[config.mk]
export PLATFORM = sky130hd
export DESIGN_NAME = vending_ctrl
export DESIGN_NICKNAME = d
export VERILOG_FILES = /design/src/rtl/vending_pkg.sv /design/src/rtl/adder_4bit.sv /design/src/rtl/vending_ctrl.sv
export SDC_FILE = /design/constraint.sdc
export NUM_CORES = 1
export LEC_CHECK = 0
export CORE_UTILIZATION = 35
export CTS_CLUSTER_SIZE = 14
export DETAILED_ROUTE_END_ITERATION = 7
export REMOVE_ABC_BUFFERS = 1
export SLEW_MARGIN = 20
export SYNTH_ARGS = -nofsm -noshare
export SYNTH_HDL_FRONTEND = slang
export SYNTH_HIERARCHICAL = 1
export SYNTH_SLANG_ARGS = --single-unit
[constraint.sdc]
create_clock -name i_clk -period 7.6 [get_ports i_clk]
set_input_delay 1.52 -clock i_clk [delete_from_list [all_inputs] [get_ports i_clk]]
set_output_delay 1.52 -clock i_clk [all_outputs]
set_load 0.01 [all_outputs]
[src/rtl/vending_pkg.sv]
// Shared types and constants for the vending credit controller.
package vending_pkg;

  localparam int unsigned CREDIT_W = 4;
  localparam int unsigned COIN_W   = 2;

  // Controller states
  typedef enum logic [1:0] {
    IDLE    = 2'd0,
    COLLECT = 2'd1,
    VEND    = 2'd2,
    CHANGE  = 2'd3
  } state_e;

  // Coin acceptor codes
  localparam logic [COIN_W-1:0] COIN_NONE = 2'b00;
  localparam logic [COIN_W-1:0] COIN_A    = 2'b01;
  localparam logic [COIN_W-1:0] COIN_B    = 2'b10;
  localparam logic [COIN_W-1:0] COIN_C    = 2'b11;

  // Operation selected for the shared adder
  typedef enum logic [1:0] {
    OP_ADD_COIN  = 2'd0,
    OP_SUB_PRICE = 2'd1,
    OP_DEC       = 2'd2
  } adder_op_e;

  // Operand bundle presented to the shared adder
  typedef struct packed {
    logic [CREDIT_W-1:0] a;
    logic [CREDIT_W-1:0] b;
    logic                cin;
  } adder_in_t;

  // Build adder operands: add coin, subtract price (two's complement), or decrement
  function automatic adder_in_t adder_operands(input adder_op_e           op,
                                               input logic [CREDIT_W-1:0] credit,
                                               input logic [CREDIT_W-1:0] coin_val,
                                               input logic [CREDIT_W-1:0] price);
    adder_in_t r;
    r.a   = credit;
    r.b   = coin_val;
    r.cin = 1'b0;
    case (op)
      OP_SUB_PRICE: begin
        r.b   = ~price;
        r.cin = 1'b1;
      end
      OP_DEC: begin
        r.b   = {CREDIT_W{1'b1}};
        r.cin = 1'b0;
      end
      default: begin
        r.b   = coin_val;
        r.cin = 1'b0;
      end
    endcase
    return r;
  endfunction

endpackage

[src/rtl/adder_4bit.sv]
// 4-bit ripple-carry adder shared by the credit datapath.
module adder_4bit
  import vending_pkg::*;
(
  input  logic [CREDIT_W-1:0] a,
  input  logic [CREDIT_W-1:0] b,
  input  logic                cin,
  output logic [CREDIT_W-1:0] sum,
  output logic                cout
);

  logic [CREDIT_W:0] carry;

  assign carry[0] = cin;

  // Full-adder chain, carry ripples from bit 0 upward
  for (genvar i = 0; i < CREDIT_W; i++) begin : g_fa
    assign sum[i]     = a[i] ^ b[i] ^ carry[i];
    assign carry[i+1] = (a[i] & b[i]) | (carry[i] & (a[i] ^ b[i]));
  end

  assign cout = carry[CREDIT_W];

endmodule

[src/rtl/vending_ctrl.sv]
// Vending machine credit sequencer: coin accumulation, price deduction and change return
// through one shared adder, with dispense handshake and change/reject pulses.
module vending_ctrl
  import vending_pkg::*;
#(
  parameter logic [CREDIT_W-1:0] PRICE = 4'd12,
  parameter logic [CREDIT_W-1:0] VAL_A = 4'd1,
  parameter logic [CREDIT_W-1:0] VAL_B = 4'd2,
  parameter logic [CREDIT_W-1:0] VAL_C = 4'd5
) (
  input  logic                i_clk,
  input  logic                i_rst,
  input  logic                i_coin_valid,
  input  logic [COIN_W-1:0]   i_coin_sel,
  input  logic                i_cancel,
  input  logic                i_dispense_ack,
  output logic                o_dispense,
  output logic                o_change_pulse,
  output logic                o_coin_reject,
  output logic [CREDIT_W-1:0] o_credit,
  output logic                o_busy
);

  state_e              state_q, state_d;
  logic [CREDIT_W-1:0] credit_q, credit_d;
  logic                dispense_d, change_d, reject_d, busy_d;

  adder_op_e           op;
  adder_in_t           add_in;
  logic [CREDIT_W-1:0] coin_val;
  logic [CREDIT_W-1:0] sum;
  logic                cout;

  // Coin code to credit value; invalid code contributes nothing
  always_comb begin
    coin_val = '0;
    case (i_coin_sel)
      COIN_A:  coin_val = VAL_A;
      COIN_B:  coin_val = VAL_B;
      COIN_C:  coin_val = VAL_C;
      default: coin_val = '0;
    endcase
  end

  // Adder operation follows the current state
  always_comb begin
    op = OP_ADD_COIN;
    case (state_q)
      VEND:    op = OP_SUB_PRICE;
      CHANGE:  op = OP_DEC;
      default: op = OP_ADD_COIN;
    endcase
  end

  assign add_in = adder_operands(op, credit_q, coin_val, PRICE);

  adder_4bit u_adder (
    .a    (add_in.a),
    .b    (add_in.b),
    .cin  (add_in.cin),
    .sum  (sum),
    .cout (cout)
  );

  // Next state, next credit and next registered outputs
  always_comb begin
    state_d  = state_q;
    credit_d = credit_q;
    reject_d = 1'b0;

    case (state_q)
      IDLE, COLLECT: begin
        if (i_cancel) begin
          // Cancel wins over a simultaneous coin; empty credit means nothing to refund
          reject_d = i_coin_valid;
          if (state_q == COLLECT) begin
            state_d = CHANGE;
          end
        end else if (i_coin_valid) begin
          if ((i_coin_sel == COIN_NONE) || cout) begin
            reject_d = 1'b1;
          end else begin
            credit_d = sum;
            state_d  = (sum >= PRICE) ? VEND : COLLECT;
          end
        end
      end
      VEND: begin
        reject_d = i_coin_valid;
        if (i_dispense_ack) begin
          credit_d = sum;
          state_d  = (sum != '0) ? CHANGE : IDLE;
        end
      end
      CHANGE: begin
        reject_d = i_coin_valid;
        credit_d = sum;
        if (credit_q == CREDIT_W'(1)) begin
          state_d = IDLE;
        end
      end
      default: begin
        state_d  = IDLE;
        credit_d = '0;
      end
    endcase

    dispense_d = (state_d == VEND);
    change_d   = (state_d == CHANGE);
    busy_d     = dispense_d | change_d;
  end

  // State, credit and output registers
  always_ff @(posedge i_clk or posedge i_rst) begin
    if (i_rst) begin
      state_q        <= IDLE;
      credit_q       <= '0;
      o_dispense     <= 1'b0;
      o_change_pulse <= 1'b0;
      o_coin_reject  <= 1'b0;
      o_busy         <= 1'b0;
    end else begin
      state_q        <= state_d;
      credit_q       <= credit_d;
      o_dispense     <= dispense_d;
      o_change_pulse <= change_d;
      o_coin_reject  <= reject_d;
      o_busy         <= busy_d;
    end
  end

  assign o_credit = credit_q;

endmodule

Word-level counts from Yosys, hierarchy flattened
Cells that the tools add are included.

Add/subtract/negate cells: 0. $mul: 0. Div/mod/pow operators: 0. $lt $le $gt $ge: 1. Equality and inequality tests: 15. Shift-type cells: 0. Mux-type cells: 21. Bitwise operators: 21. Reductions and logical operators: 7.

Operators by type and width (count): 2-to-1 mux 2 bit (8); 2-to-1 mux 4 bit (4); == test 2 bit, second input constant (7); case mux 4 bit (3 select lines) (1); case mux 5 bit (2 select lines) (1); case mux 3 bit (3 select lines) (1); bitwise AND 1 bit (8); != test 2 bit, second input constant (4); bitwise XOR 1 bit (8); == test 2 x 1 -> 1 bit, second input constant (3); case mux 2 bit (3 select lines) (1); bitwise OR 1 bit (5); == test 4 x 1 -> 1 bit, second input constant (1); >= comparator 4 bit, second input constant (1); logical NOT 2 bit (2); case mux 2 bit (2 select lines) (1); AND reduction 4 bit (1); nonzero test 4 bit (1); OR reduction 2 bit (2); 2-to-1 mux 1 bit (3); case mux 1 bit (2 select lines) (1); logical OR 1 bit (1).

Bits in registers: 10. Bits in latches: 0. Bits in writable memories: 0. Memory bits (read-only): 0. Output and inout port bits: 8. Logic and storage cells: 71. Memories kept: 0.

Logic depth before layout (Yosys ltp)
Word-level depth: 20. Mapped depth: 15. Depth with buffers taken out: 15.

Modules after synthesis
The synthesis kept the hierarchy.

By module, submodules not included: vending_ctrl (instances 1, cells an instance 59, area each 586.8 um^2, sequential area each 250.2 um^2); adder_4bit (instances 1, cells an instance 14, area each 117.6 um^2, sequential area each 0.0 um^2).

Worst setup path after synthesis
Ideal clock, no wire load.

Kind: input to register. Start point: in i_coin_sel[0]. End point: reg credit_q[0] (netlist: o_credit[0]). Setup time: 0.125 ns. Arrival: 4.085 ns. Required time: 7.475 ns. Setup slack: 3.391 ns. Stages: 12. Buffers on the path: 0. Cell sequence: or2_2 -> fa_1 -> inv_1 -> fa_1 -> inv_1 -> fa_1 -> inv_1 -> fa_1 -> inv_1 -> or2_4 -> o41ai_2 -> mux2_2.

Longest elaborated chain between the ends: 15.

Ends and longest elaborated chain: from (decl) (RTL line vending_ctrl.sv:14) `input logic [COIN_W-1:0] i_coin_sel,`; == test 2 bit / == test 2 x 1 -> 1 bit (equally long branches) (RTL line vending_ctrl.sv:37) `case (i_coin_sel)`; case mux 3 bit (3 select lines) * (RTL line vending_ctrl.sv:37); case mux 5 bit (2 select lines) * (RTL line vending_pkg.sv:44) `case (op)`; bitwise XOR 1 bit (RTL line adder_4bit.sv:19) `assign carry[i+1] = (a[i] & b[i]) | (carry[i] & (a[i] ^ b[i]));`; bitwise AND 1 bit (RTL line adder_4bit.sv:19); bitwise OR 1 bit (RTL line adder_4bit.sv:19); bitwise AND 1 bit (RTL line adder_4bit.sv:19); bitwise OR 1 bit (RTL line adder_4bit.sv:19); bitwise AND 1 bit (RTL line adder_4bit.sv:19); bitwise OR 1 bit * (RTL line adder_4bit.sv:19); bitwise AND 1 bit * (RTL line adder_4bit.sv:19); bitwise OR 1 bit * (RTL line adder_4bit.sv:19); via cout (RTL line vending_ctrl.sv:32) `logic cout;`; logical OR 1 bit * (RTL line vending_ctrl.sv:80) `if ((i_coin_sel == COIN_NONE) || cout) begin`; != test 2 bit (no line) *; AND reduction 4 bit (no line) *; to (signal assigned) (RTL line vending_ctrl.sv:124) `credit_q <= credit_d;`; to (decl) (RTL line vending_ctrl.sv:25) `logic [CREDIT_W-1:0] credit_q, credit_d;`.

The timed path passes the listed nets; every way through them passes the cells marked *. The select of a mux whose other input is x is not followed. A chain may end at the register's enable or synchronous reset.

==> summary.txt <==
Synthesis
  • Synth Warn #: 6
  • Sequential area share after synthesis: a little over a third
  • Ranking of synthesized cells by area: dfrtp_1 36%, fa_1 11%, inv_1 8.5%, mux2_2 6.4%, buf_4 4.3%
  • Synth Cell Area: roughly 700 µm²
  • Post-synthesis register bit count: 10
  • Top-count cell post-synth: inv_1
  • Top cell type's share of synthesized area: between 30 and 40%
  • Unique cell type count in the Yosys netlist: 27
  • Mean post-synth cell area: between 9 and 10 µm²
  • Synthesized instance count: between 70 and 80
  • Synth cell count leaders: 16 x inv_1, 10 x dfrtp_1
  • EDFF count, synth: 0
  • Yosys top cell by area: dfrtp_1
  • Ys async rst share: 100%
  • Primary FF master, synth: dfrtp_1

Clock tree
  • Num CTS Buffers: 3
  • # Post-CTS Setup Buffers: 0
  • CTS tree: done
  • Root buf cell: clkbuf_4
  • CTS sink cnt: 10
  • Resize count post-CTS: 0
  • Clk_lat worst skew: 0.25 ns
  • Hold buffer count at CTS: 0
  • Htree depth: 1
  • Maximum root-to-sink buffer count: 2
  • CTS clk-pin slew, worst paths: ~0.06 ns

Place
  • Global placer's final weighted congestion: around 0.82
  • I/O Buffers: 14
  • DP HPWL: around 1100 µm

GRT
  • Grt ovf: 0
  • M1 GR Usage: about a fifth
  • Grt met2 use: 22.5%
  • First-pass GRT wire length: 2210 µm
  • Initial antenna violation count: 0
  • Largest net degree at the start of global routing: 11
  • Met3 Resource Use GR: roughly 1.2%
  • Grt peak-use layer: met2
  • GRT Overall Usage: 14.5%
  • Number of global-route vias before repair: ~530

STA
  • Max-slew headroom: a little under two thirds
  • Worst Tran Pin Value: roughly 0.54 ns
  • Skew final: roughly 0.0044 ns
  • Slew Viols, Final: 0
  • RSZ-0062 raised after global routing: no
  • Final setup vio count: 0
  • Final hold violation count: 0
  • Min Tclk post-route: around 4.6 ns
  • Worst hold slack: around 0.57 ns
  • Final setup TNS: 0 ns
  • Final worst path period share: between 60% and 70%
  • Max frequency: ~220 MHz

Pwr
  • Leakage: slightly below 0.4 nW
  • Pwr/cell area: a little over 500 nW/µm²
  • Max IR drop VDD: between 0.2 and 0.25 mV

Routing
  • Initial drt markers: 4
  • Final WL: between 1000 and 1500 µm
  • Routed len/inst: 11.8 µm
  • Routed Antenna Nets: 0
  • Via/cell ratio: 5.05
  • Residual DRC: 0
  • Vias: 556
  • Drt first pass iters: 4

Finish
  • Share of cells above drive strength 1: between 15 and 20%
  • Nets: 99
  • Area grow syn2layout: 22.7%
  • Filler instances: about 180
  • ANT cells: 0

Flow run
  • Number of max-cap violations: 0

Critical path
  • Crit path kind: in -> reg
  • CP Capture Type: register
  • Crit Path Max Fanout: 5
  • Crit path launch type: input pin
  • Crit path required time: 7.74 ns
  • Largest stage delay, worst path: about 0.52 ns
  • Crit path buf inv count: 5
  • CP Cell Sequence: clkdlybuf4s50_1 -> or2_2 -> fa_1 -> inv_1 -> fa_1 -> inv_1 -> fa_1 -> inv_1 -> fa_1 -> inv_1 -> or2_4 -> o41ai_2 -> mux2_2
  • CP arrival: 4.78 ns
  • CP max stage cell: o41ai_2
  • Top delay family on crit path: adder cells

Floorplanning
  • Die width: around 47 µm
  • I/O pins: 15
  • Initial Util: about two fifths
  • Die area: between 2000 and 2500 µm²
  • Core ar.: 1800 µm²
  • Die span in y: roughly 47 µm
  • Rows: 15

Hold path
  • Worst Hold Class: reg -> reg

Status
  • Status: finished, final reports clean
## power by group
| part | leakage (nW) | switching [mW] | internal [mW] |
|---|---|---|---|
| clock network | 0.0138 | 0.0152 | 0.0181 |
| logic | 0.256 | 0.151 | 0.147 |
| registers | 0.118 | 0.0241 | 0.0821 |
| total | 0.388 | 0.190 | 0.247 |
## cell type report
type | count | area, µm² | share of cell area [%]
multi-input cells | 42 | 360 | 41.7
well taps | 25 | 31.3 | 3.62
flip-flops and latches | 10 | 250 | 28.9
repair buffers | 14 | 140 | 16.2
inverters | 16 | 60.1 | 6.95
clock buffers | 3 | 22.5 | 2.60
## cell usage in the layout, fill, tap and decap left out, drive strengths merged, types with 2 or more instances in the layout
cell	instances
inv	16
clkdlybuf4s50	14
dfrtp	10
mux2	4
a31oi	4
fa	4
o21ai	3
a32oi	3
a21oi	3
clkbuf	3
or2	3
nor2	2
nand2	2
o31ai	2
## cell families (layout without fill, tap and decap cells)
group / after synthesis / count (layout) / synth area share [%]
adders and majority gates: 5 / 5 / 13.1
DFF: 10 / 10 / 35.5
and+or+nand+nor: 12 / 12 / 10.3
AOI/OAI and AO/OA: 21 / 21 / 21.3
buffers and inverters: 21 / 33 / 13.3
muxes: 4 / 4 / 6.39
## worst paths after layout
check / startpoint / end / slack, ns / cells past startpoint
max in group asynchronous: i_rst / o_change_pulse / 5.79 / 2
min reg2reg: o_credit[1] / o_credit[1] / 0.57 / 1
min: o_credit[1] / o_credit[1] / 0.57 / 1
min in group asynchronous: i_rst / o_credit[2] / 1.54 / 2
max reg2reg: state_q[1] / o_credit[3] / 3.48 / 15
max: i_coin_sel[0] / o_credit[3] / 2.96 / 13
## metrics by stage
stage	worst slack [ns]	instances	power, mW	util, %	cell area, µm²
after CTS	2.95	110	0.442	48.0	865
after global placement	2.71	107	0.402	46.7	842
after global routing	2.73	110	0.485	48.0	865
final	2.96	110	0.437	48.0	865
after detailed placement	2.70	107	0.407	46.7	842
after floorplan	3.39	68	0.311	-	671
## worst register-to-register path, delay by kind of cell, from the launching register on
family                   cells  cell delay (ns)
buffers and inverters        5             0.33
flip-flops                   1             0.47
adder cells (fa/ha/maj)      5             1.37
AND/OR/NAND/NOR              3             0.92
multiplexers                 1             0.40
AO/OA/AOI/OAI                1             0.52
## routing by layer
metal	share of wire (%)	wire length, µm	vias to the layer above
met5	0	0	-
li1	-	-	274
met4	1.7	22	0
met3	2.9	38	2
met2	45	592	17
met1	50	649	263
## flip-flops by register name (all words and copies together) (netlist names)
signal and cells:
o_credit 4, state_q 2, o_busy 1, o_change_pulse 1
o_coin_reject 1, o_dispense 1
Note: power is estimated with default switching activity, not from simulation.
